**src/rtl/up_down_counter_sequencer_if.sv**
```systemverilog
// Control/feedback bundle between the sweep sequencer and the external
// up/down counter datapath. The sequencer is the master: it drives load,
// enable and direction and reads back the count and zero flag.
interface up_down_counter_sequencer_if #(
  parameter int WIDTH = 8
);
  logic             cnt_load;
  logic [WIDTH-1:0] cnt_in;
  logic             cnt_en;
  logic             cnt_up;
  logic [WIDTH-1:0] cnt_count;
  logic             cnt_zero;

  modport master (
    output cnt_load,
    output cnt_in,
    output cnt_en,
    output cnt_up,
    input  cnt_count,
    input  cnt_zero
  );

  modport slave (
    input  cnt_load,
    input  cnt_in,
    input  cnt_en,
    input  cnt_up,
    output cnt_count,
    output cnt_zero
  );
endinterface

```
**src/rtl/up_down_counter_sequencer.sv**
```systemverilog
// Sweep sequencer for an external up/down counter. Each pass loads a start
// value, counts up to the limit, then down to zero. A watchdog flags a stall
// when the counter stops following its enable. Status outputs are registered;
// cnt_en is combinational so abort and pause gate it in the same cycle.
module up_down_counter_sequencer #(
  parameter int WIDTH       = 8,
  parameter int STALL_LIMIT = 4
) (
  input  logic                        clk,
  input  logic                        rst,
  input  logic                        start,
  input  logic                        abort,
  input  logic                        pause,
  input  logic [WIDTH-1:0]            cfg_start,
  input  logic [WIDTH-1:0]            cfg_limit,
  input  logic [3:0]                  cfg_passes,
  up_down_counter_sequencer_if.master cnt,
  output logic                        busy,
  output logic                        done,
  output logic                        err,
  output logic [3:0]                  pass_idx
);

  typedef enum logic [2:0] {
    S_IDLE = 3'd0,
    S_LOAD = 3'd1,
    S_UP   = 3'd2,
    S_DOWN = 3'd3,
    S_DONE = 3'd4,
    S_ERR  = 3'd5
  } state_t;

  localparam logic [3:0] STALL_MAX = 4'(STALL_LIMIT);

  state_t           state_q, state_d;
  logic [WIDTH-1:0] start_val_q, start_val_d;
  logic [WIDTH-1:0] limit_q, limit_d;
  logic [3:0]       passes_q, passes_d;
  logic [3:0]       pass_idx_q, pass_idx_d;
  logic [WIDTH-1:0] prev_count_q, prev_count_d;
  logic             en_prev_q, en_prev_d;
  logic [3:0]       stall_q, stall_d;
  logic             cnt_load_q, cnt_load_d;
  logic [WIDTH-1:0] cnt_in_q, cnt_in_d;
  logic             cnt_up_q, cnt_up_d;
  logic             busy_q, busy_d;
  logic             done_q, done_d;
  logic             err_q, err_d;

  logic             cnt_en_s;
  logic             stall_hit_s;
  logic [3:0]       stall_inc_s;
  logic             last_pass_s;

  // Count enable: only in UP/DOWN, stops at the turn-around points, gated by pause and abort
  always_comb begin
    cnt_en_s = 1'b0;
    if (abort) begin
      cnt_en_s = 1'b0;
    end else if (state_q == S_UP) begin
      cnt_en_s = (cnt.cnt_count != limit_q) && !pause;
    end else if (state_q == S_DOWN) begin
      cnt_en_s = !cnt.cnt_zero && !pause;
    end else begin
      cnt_en_s = 1'b0;
    end
  end

  // Watchdog and pass bookkeeping helpers
  always_comb begin
    stall_hit_s = en_prev_q && (cnt.cnt_count == prev_count_q);
    stall_inc_s = stall_hit_s ? (stall_q + 4'd1) : 4'd0;
    last_pass_s = (({1'b0, pass_idx_q} + 5'd1) >= {1'b0, passes_q});
  end

  // Next-state, configuration latch, watchdog and registered-output computation
  always_comb begin
    state_d      = state_q;
    start_val_d  = start_val_q;
    limit_d      = limit_q;
    passes_d     = passes_q;
    pass_idx_d   = pass_idx_q;
    prev_count_d = cnt.cnt_count;
    en_prev_d    = cnt_en_s;
    stall_d      = 4'd0;

    if (abort) begin
      state_d = S_IDLE;
    end else begin
      case (state_q)
        S_IDLE: begin
          if (start) begin
            start_val_d = cfg_start;
            limit_d     = cfg_limit;
            passes_d    = (cfg_passes == 4'd0) ? 4'd1 : cfg_passes;
            pass_idx_d  = 4'd0;
            if (cfg_start > cfg_limit) begin
              state_d = S_ERR;
            end else begin
              state_d = S_LOAD;
            end
          end else begin
            state_d = S_IDLE;
          end
        end
        S_LOAD: begin
          state_d = S_UP;
        end
        S_UP: begin
          if (pause) begin
            stall_d = stall_q;
          end else begin
            stall_d = stall_inc_s;
            if (stall_inc_s >= STALL_MAX) begin
              state_d = S_ERR;
            end else if (cnt.cnt_count == limit_q) begin
              state_d = S_DOWN;
            end else begin
              state_d = S_UP;
            end
          end
        end
        S_DOWN: begin
          if (pause) begin
            stall_d = stall_q;
          end else begin
            stall_d = stall_inc_s;
            if (stall_inc_s >= STALL_MAX) begin
              state_d = S_ERR;
            end else if (cnt.cnt_zero) begin
              if (last_pass_s) begin
                state_d = S_DONE;
              end else begin
                pass_idx_d = pass_idx_q + 4'd1;
                state_d    = S_LOAD;
              end
            end else begin
              state_d = S_DOWN;
            end
          end
        end
        S_DONE: begin
          state_d = S_IDLE;
        end
        S_ERR: begin
          state_d = S_ERR;
        end
        default: begin
          state_d = S_IDLE;
        end
      endcase
    end

    // Status outputs follow the state being entered so they line up with it
    cnt_load_d = (state_d == S_LOAD);
    cnt_in_d   = (state_d == S_LOAD) ? start_val_d : {WIDTH{1'b0}};
    cnt_up_d   = (state_d == S_UP);
    busy_d     = (state_d == S_LOAD) || (state_d == S_UP) ||
                 (state_d == S_DOWN) || (state_d == S_DONE);
    done_d     = (state_d == S_DONE);
    err_d      = (state_d == S_ERR);
  end

  // Sequencer state, latched configuration, watchdog and registered outputs
  always_ff @(posedge clk or posedge rst) begin
    if (rst) begin
      state_q      <= S_IDLE;
      start_val_q  <= {WIDTH{1'b0}};
      limit_q      <= {WIDTH{1'b0}};
      passes_q     <= 4'd0;
      pass_idx_q   <= 4'd0;
      prev_count_q <= {WIDTH{1'b0}};
      en_prev_q    <= 1'b0;
      stall_q      <= 4'd0;
      cnt_load_q   <= 1'b0;
      cnt_in_q     <= {WIDTH{1'b0}};
      cnt_up_q     <= 1'b0;
      busy_q       <= 1'b0;
      done_q       <= 1'b0;
      err_q        <= 1'b0;
    end else begin
      state_q      <= state_d;
      start_val_q  <= start_val_d;
      limit_q      <= limit_d;
      passes_q     <= passes_d;
      pass_idx_q   <= pass_idx_d;
      prev_count_q <= prev_count_d;
      en_prev_q    <= en_prev_d;
      stall_q      <= stall_d;
      cnt_load_q   <= cnt_load_d;
      cnt_in_q     <= cnt_in_d;
      cnt_up_q     <= cnt_up_d;
      busy_q       <= busy_d;
      done_q       <= done_d;
      err_q        <= err_d;
    end
  end

  assign cnt.cnt_load = cnt_load_q;
  assign cnt.cnt_in   = cnt_in_q;
  assign cnt.cnt_en   = cnt_en_s;
  assign cnt.cnt_up   = cnt_up_q;
  assign busy         = busy_q;
  assign done         = done_q;
  assign err          = err_q;
  assign pass_idx     = pass_idx_q;

endmodule

```
**src/flat_wrapper.sv**
```systemverilog
// flat-port wrapper written by rule: the top's interface ports become plain ports
module up_down_counter_sequencer_flat 
#(
  parameter int WIDTH       = 8,
  parameter int STALL_LIMIT = 4
)
  (clk, rst, start, abort, pause, cfg_start, cfg_limit, cfg_passes, busy, done, err, pass_idx, cnt_cnt_load, cnt_cnt_in, cnt_cnt_en, cnt_cnt_up, cnt_cnt_count, cnt_cnt_zero);
  up_down_counter_sequencer_if #(.WIDTH(WIDTH)) cnt_i ();
  input  logic clk;
  input  logic rst;
  input  logic start;
  input  logic abort;
  input  logic pause;
  input  logic [WIDTH-1:0] cfg_start;
  input  logic [WIDTH-1:0] cfg_limit;
  input  logic [3:0] cfg_passes;
  output logic busy;
  output logic done;
  output logic err;
  output logic [3:0] pass_idx;
  output wire logic [$bits(cnt_i.cnt_load)-1:0] cnt_cnt_load;
  output wire logic [$bits(cnt_i.cnt_in)-1:0] cnt_cnt_in;
  output wire logic [$bits(cnt_i.cnt_en)-1:0] cnt_cnt_en;
  output wire logic [$bits(cnt_i.cnt_up)-1:0] cnt_cnt_up;
  input wire logic [$bits(cnt_i.cnt_count)-1:0] cnt_cnt_count;
  input wire logic [$bits(cnt_i.cnt_zero)-1:0] cnt_cnt_zero;
  assign cnt_cnt_load = cnt_i.cnt_load;
  assign cnt_cnt_in = cnt_i.cnt_in;
  assign cnt_cnt_en = cnt_i.cnt_en;
  assign cnt_cnt_up = cnt_i.cnt_up;
  assign cnt_i.cnt_count = cnt_cnt_count;
  assign cnt_i.cnt_zero = cnt_cnt_zero;
  up_down_counter_sequencer #(.WIDTH(WIDTH), .STALL_LIMIT(STALL_LIMIT)) u_core (.clk(clk), .rst(rst), .start(start), .abort(abort), .pause(pause), .cfg_start(cfg_start), .cfg_limit(cfg_limit), .cfg_passes(cfg_passes), .cnt(cnt_i), .busy(busy), .done(done), .err(err), .pass_idx(pass_idx));
endmodule
```
**config.mk**
```make
export PLATFORM = sky130hd
export DESIGN_NAME = up_down_counter_sequencer_flat
export DESIGN_NICKNAME = d
export VERILOG_FILES = /design/src/rtl/up_down_counter_sequencer_if.sv /design/src/rtl/up_down_counter_sequencer.sv /design/src/flat_wrapper.sv
export SDC_FILE = /design/constraint.sdc
export NUM_CORES = 1
export LEC_CHECK = 0
export ABC_AREA = 0
export CAP_MARGIN = 20
export CORE_ASPECT_RATIO = 1.5
export CORE_MARGIN = 3
export CORE_UTILIZATION = 40
export DETAILED_ROUTE_END_ITERATION = 8
export PLACE_DENSITY = 0.76
export SLEW_MARGIN = 20
export SYNTH_ARGS = -nofsm -noshare
export SYNTH_HDL_FRONTEND = slang
export SYNTH_SLANG_ARGS = --single-unit
```
**constraint.sdc**
```tcl
create_clock -name clk -period 4.3 [get_ports clk]
set_clock_uncertainty 0.2 [all_clocks]
set_input_delay 0.645 -clock clk [delete_from_list [all_inputs] [get_ports clk]]
set_output_delay 0.645 -clock clk [all_outputs]
set_load 0.01 [all_outputs]
```
==> results of run 1 <==
==> area by class of cell <==
cell class	instances	area, um2	area share [%]
clock buffers	6	82.6	2.47
clock inverters	2	37.5	1.12
inverters	20	76.3	2.29
multi-input cells	155	1210	36.1
flip-flops and latches	53	1330	39.7
well taps	74	92.6	2.77
repair buffers	52	518	15.5
==> metal layers <==
layer  up-vias  track usage (%)  part of all wire [%]
met5         -                0                     0
met4         0             4.97                   1.5
met3         6             3.85                   5.0
met2        38             26.7                    55
met1       923             15.1                    39
li1        906                -                     -
==> final timing paths <==
kind	start	to	slack, ns	depth (start not counted)
min in group asynchronous	rst	u_core.busy	0.61	2
max in group asynchronous	rst	u_core.pass_idx[2]	2.75	2
min	u_core.start_val_q[7]	u_core.start_val_q[7]	0.30	1
max reg2reg	u_core.pass_idx[0]	u_core.busy	1.30	9
max	cnt_cnt_count[7]	cnt_cnt_en	0.84	6
min reg2reg	u_core.start_val_q[7]	u_core.start_val_q[7]	0.30	1
==> registers in the layout, summed over array words and instances, names as in the netlist <==
register and count:
u_core.start_val_q 8, u_core.state_q 3, u_core.en_prev_q 1, u_core.stall_q 4
u_core.prev_count_q 8, u_core.cnt.cnt_in 8, u_core.cnt.cnt_up 1, u_core.passes_q 4
u_core.done 1, u_core.pass_idx 4, u_core.cnt.cnt_load 1, u_core.err 1
u_core.busy 1, u_core.limit_q 8
==> cell usage in the layout (no fill, tap or decap), types with 2 or more instances in the layout <==
master / Yosys / layout
o21ai_0: 11 / 11
and2_1: 4 / 4
clkbuf_8: 0 / 6
nand3_1: 4 / 4
nor2b_2: 6 / 6
inv_1: 20 / 19
nor3_1: 4 / 3
xnor2_1: 14 / 14
nor2b_1: 7 / 7
dfrtp_1: 53 / 53
nor2_1: 11 / 11
nand2b_1: 2 / 2
mux2_2: 18 / 18
clkdlybuf4s50_1: 0 / 51
nor3b_1: 3 / 3
mux2i_1: 3 / 3
ha_1: 14 / 14
and3_1: 4 / 4
or4_1: 2 / 2
nand4_1: 3 / 3
nand2_1: 16 / 16
xor2_1: 5 / 5
o31ai_1: 2 / 2
a21oi_1: 5 / 5
a221oi_2: 2 / 2
==> power by group <==
part,internal [uW],switching (uW)
clock,189,160
combinational,158,118
sequential,572,37.3
==> cell families after synthesis <==
| group | Yosys count | synth area share [%] |
|---|---|---|
| fa+ha+maj | 14 | 6.68 |
| simple gates | 70 | 15.5 |
| mux | 21 | 8.88 |
| buf+inv | 24 | 3.58 |
| compound gates | 31 | 8.40 |
| xor+xnor | 19 | 6.35 |
| flops | 53 | 50.6 |
==> worst max-delay path, cell delays in order <==
cell	delay [ns]
clkdlybuf4s50_1	0.55
xnor2_1	0.14
nand3_1	0.07
or4_1	0.51
nor4b_1	0.20
clkdlybuf4s50_1	0.50
==> metrics by stage <==
step	power, uW	cell area, um2
4_1_cts	1250	3340
5_1_grt	1300	3340
2_1_floorplan	794	2620
6_report	1230	3340
3_3_place_gp	893	3220
3_5_place_dp	903	3220
==> results.json, run 1 <==
{
  "seq_area_frac_synth_pct": 50.6,
  "cp_data_arrival_time_ns": 2.61,
  "first_iter_violations": 70,
  "cts_tree": "yes",
  "peakVddDrop_v": 0.000232,
  "ctsResizeCount": 0,
  "insertion_delay_ns": 0.30,
  "required_ns": 3.45,
  "cts.sinks": 53,
  "cap_violations": 0,
  "antenna_cells": 0,
  "via_count": 1873,
  "yosys.area.top_type": "dfrtp_1",
  "wl_mm": 5.19,
  "start_util_pct": 41.9,
  "synth_edf_count": 0,
  "grt_pass1_vias": 1946,
  "drt-pass1-iter-count": 4,
  "synth_top_area_share_pct": 50.6,
  "die_area_mm2": 0.00758,
  "final_max_slew_viol_count": 0,
  "numCtsBuffers": 5,
  "setup-tns-final_ns": 0,
  "area_delta_synth_final_pct": 27.4,
  "fin_cells": 362,
  "die_y_um": 105,
  "grtUsageTotal_pct": 14.4,
  "maxSlewHeadroom_pct": 40.9,
  "outcome": "completed",
  "power-per-cell-area_mw_per_mm2": 370,
  "place_inst": 354,
  "cts_max_path_buffers": 2,
  "synthFlopType": "dfrtp_1",
  "cp-start-kind": "input port",
  "synth-async-reset-ratio_pct": 100,
  "grt_pass1_wl_mm": 8.60,
  "row_count": 35,
  "wl_per_cell_um": 14.3,
  "clk_pin_slew_worst_paths_ns": 0.09,
  "antenna_found_initial": 0,
  "place.gp.congestion": 0.804,
  "synth_cell_types": 40,
  "ant_nets": 0,
  "syn_avg_cell_area_um2": 11.3,
  "syn_nets": 280,
  "remaining_drc_errors": 0,
  "hold_buffers": 0,
  "grt.overflow.total": 0,
  "hp-class": "register to register",
  "fillers": 580,
  "period_share_pct": 80.4,
  "fp.dieW_um": 72.1,
  "crit_type": "input port to output pin",
  "timing.final.hold_violations": 0,
  "portBuffers": 51,
  "finalWorstSetupSlack_ns": 0.841,
  "cp-end-kind": "output pin",
  "post_cts_buffers": 0,
  "vias_per_cell": 5.17,
  "layout-drive-gt1-share_pct": 13.9,
  "htree_num_levels": 2,
  "synthTopCellsByArea": "dfrtp_1, mux2_2, ha_1, xnor2_1, inv_1",
  "leakagePower_uw": 0.00147,
  "yosys-top-cells-count": "dfrtp_1, inv_1, mux2_2",
  "pre_cts_ws_ns": 0.837,
  "nNetsFinal": 335,
  "worst_slew_pin_slew_ns": 0.886,
  "ios": 52,
  "fin_crit_ns": 3.46,
  "fin_util_pct": 53.3,
  "coreArea_mm2": 0.00626,
  "synth_area_mm2": 0.00262,
  "root_buffer": "clkbuf_8",
  "grt_max_degree": 54,
  "max_freq_mhz": 289,
  "synth.most_common_cell": "dfrtp_1",
  "rsz0062_at_grt": "false",
  "dp_hpwl_mm": 4.15,
  "ys_seq_elements": 53,
  "setup_viol": 0,
  "syn_inst": 232,
  "holdWs_ns": 0.299,
  "ys_warn_count": 0,
  "path_max_fanout": 3
}
Note: power is estimated with default switching activity, not from simulation.
==> run 2: changes to the inputs <==
==> constraint.sdc (replaced) <==
create_clock -name clk -period 3.4 [get_ports clk]
set_clock_uncertainty 0.2 [all_clocks]
set_input_delay 0.51 -clock clk [delete_from_list [all_inputs] [get_ports clk]]
set_output_delay 0.51 -clock clk [all_outputs]
set_load 0.01 [all_outputs]
==> run 2 against run 1 <==
Compared with the run above:
- via count increased by 0.59%
- sequential share of layout area increased by 0.28 points
- utilization decreased by 0.38 points
- clock power decreased by 4%
- non-clock buffer count increased by 2
- largest cell class unchanged
- highest routed layer unchanged
==> results.json, run 2 (synthesized netlist as in run 1, its figures left out) <==
{
  "outcome": "completed",
  "fillers": 582,
  "wl_per_cell_um": 14.7,
  "cp-end-kind": "output pin",
  "peakVddDrop_v": 0.000350,
  "vias_per_cell": 5.18,
  "grt.overflow.total": 0,
  "ant_nets": 0,
  "die_y_um": 105,
  "drt-pass1-iter-count": 4,
  "grt_pass1_wl_mm": 9.31,
  "rsz0062_at_grt": "false",
  "timing.final.hold_violations": 0,
  "final_max_slew_viol_count": 0,
  "via_count": 1884,
  "die_area_mm2": 0.00758,
  "portBuffers": 51,
  "worstReg2RegStart": "u_core.pass_idx[0]",
  "antenna_found_initial": 0,
  "wl_mm": 5.37,
  "seq_area_mm2": 0.00133,
  "p_sw_share_pct": 27.0,
  "setup_viol": 0,
  "multiInputGateArea_mm2": 0.00121,
  "numCtsBuffers": 5,
  "switchingPower_uw": 395,
  "grtUsageTotal_pct": 15.4,
  "path_max_fanout": 3,
  "worstHoldStart": "u_core.start_val_q[5]",
  "cp_data_arrival_time_ns": 2.50,
  "placed_area_mm2": 0.00323,
  "cts_max_path_buffers": 2,
  "nNetsFinal": 337,
  "final_common_cell": "dfrtp_1",
  "required_ns": 2.69,
  "hp-class": "register to register",
  "worst_slew_pin_slew_ns": 0.728,
  "use_met3_pct": 4.23,
  "antenna_cells": 0,
  "fin_crit_ns": 3.21,
  "cp-start-kind": "input port",
  "cts_tree": "yes",
  "area_delta_synth_final_pct": 26.5,
  "leakagePower_uw": 0.00147,
  "grt_max_degree": 28,
  "fin_cells": 364,
  "p_seq_share_pct": 52.6,
  "pre_cts_ws_ns": 0.157,
  "dp_hpwl_mm": 4.33,
  "final_cell_mix": "dfrtp_1, clkdlybuf4s50_1, inv_1, mux2_2, nand2_1",
  "power-per-cell-area_mw_per_mm2": 441,
  "grt.busiest_layer": "met2",
  "post_cts_buffers": 0,
  "layout-drive-gt1-share_pct": 14.1,
  "fp.dieW_um": 72.1,
  "place.gp.congestion": 0.843,
  "coreArea_mm2": 0.00626,
  "maxSlewHeadroom_pct": 51.2,
  "insertion_delay_ns": 0.30,
  "finalWorstSetupSlack_ns": 0.186,
  "setup-tns-final_ns": 0,
  "ctsResizeCount": 0,
  "max_freq_mhz": 311,
  "clock_power_share_pct": 23.0,
  "remaining_drc_errors": 0,
  "htree_num_levels": 2,
  "grt_pass1_vias": 2056,
  "p_comb_share_pct": 24.4,
  "crit_type": "input port to output pin",
  "grt_use_met1_pct": 17.5,
  "cts.sinks": 53,
  "root_buffer": "clkbuf_8",
  "place_inst": 356,
  "use_met2_pct": 27.4,
  "hold_buffers": 0,
  "ios": 52,
  "start_util_pct": 41.9,
  "clk_pin_slew_worst_paths_ns": 0.09,
  "fin_area_mm2": 0.00332,
  "cap_violations": 0,
  "setup.worst_path.start": "cnt_cnt_count[4]",
  "intPower_uw": 1070,
  "first_iter_violations": 114,
  "period_share_pct": 94.5,
  "row_count": 35
}
run 2: power by group through the flow:
stage	Combinational (uW)	Sequential (uW)	Clock, uW
after floorplan	228	776	0
after global placement	351	781	0
after detailed placement	363	784	0
after CTS	365	771	352
after global routing	403	782	382
final	358	769	336
run 2: layout make-up:
cell class                      instances  area share, %
Sequential cell                        53           40.0
Multi-Input combinational cell        155           36.4
Timing Repair Buffer                   54           16.1
Tap cell                               74           2.79
Inverter                               20           2.26
Clock buffer                            6           2.19
Clock inverter                          2          0.302
run 2: through the flow:
| step | hold slack (ns) | power, uW | util [%] |
|---|---|---|---|
| floorplan | 0.266 | 1000 | - |
| CTS | 0.303 | 1490 | 52.9 |
| global placement | 0.276 | 1130 | 51.6 |
| finish | 0.302 | 1460 | 52.9 |
| global route | 0.321 | 1570 | 52.9 |
| detailed placement | 0.282 | 1150 | 51.6 |
run 2: per-layer routing:
metal / vias up / routed length, um
li1: 907 / -
met1: 923 / 2150
met2: 45 / 2860
met3: 9 / 275
met4: 0 / 90
met5: - / 0
run 2: worst max-delay path, cell delays in order:
cell	delay (ns)
clkdlybuf4s50_1	0.55
xnor2_1	0.14
nand3_1	0.09
or4_1	0.51
nor4b_1	0.19
clkdlybuf4s50_1	0.50
run 2: path summary, 6_finish.rpt:
path / slack [ns] / cells after the start / endpoint
min in group asynchronous: 0.38 / 2 / u_core.busy
max reg2reg: 0.34 / 9 / u_core.busy
max in group asynchronous: 2.01 / 3 / u_core.start_val_q[3]
min reg2reg: 0.30 / 1 / u_core.start_val_q[5]
min: 0.30 / 1 / u_core.start_val_q[5]
max: 0.19 / 6 / cnt_cnt_en
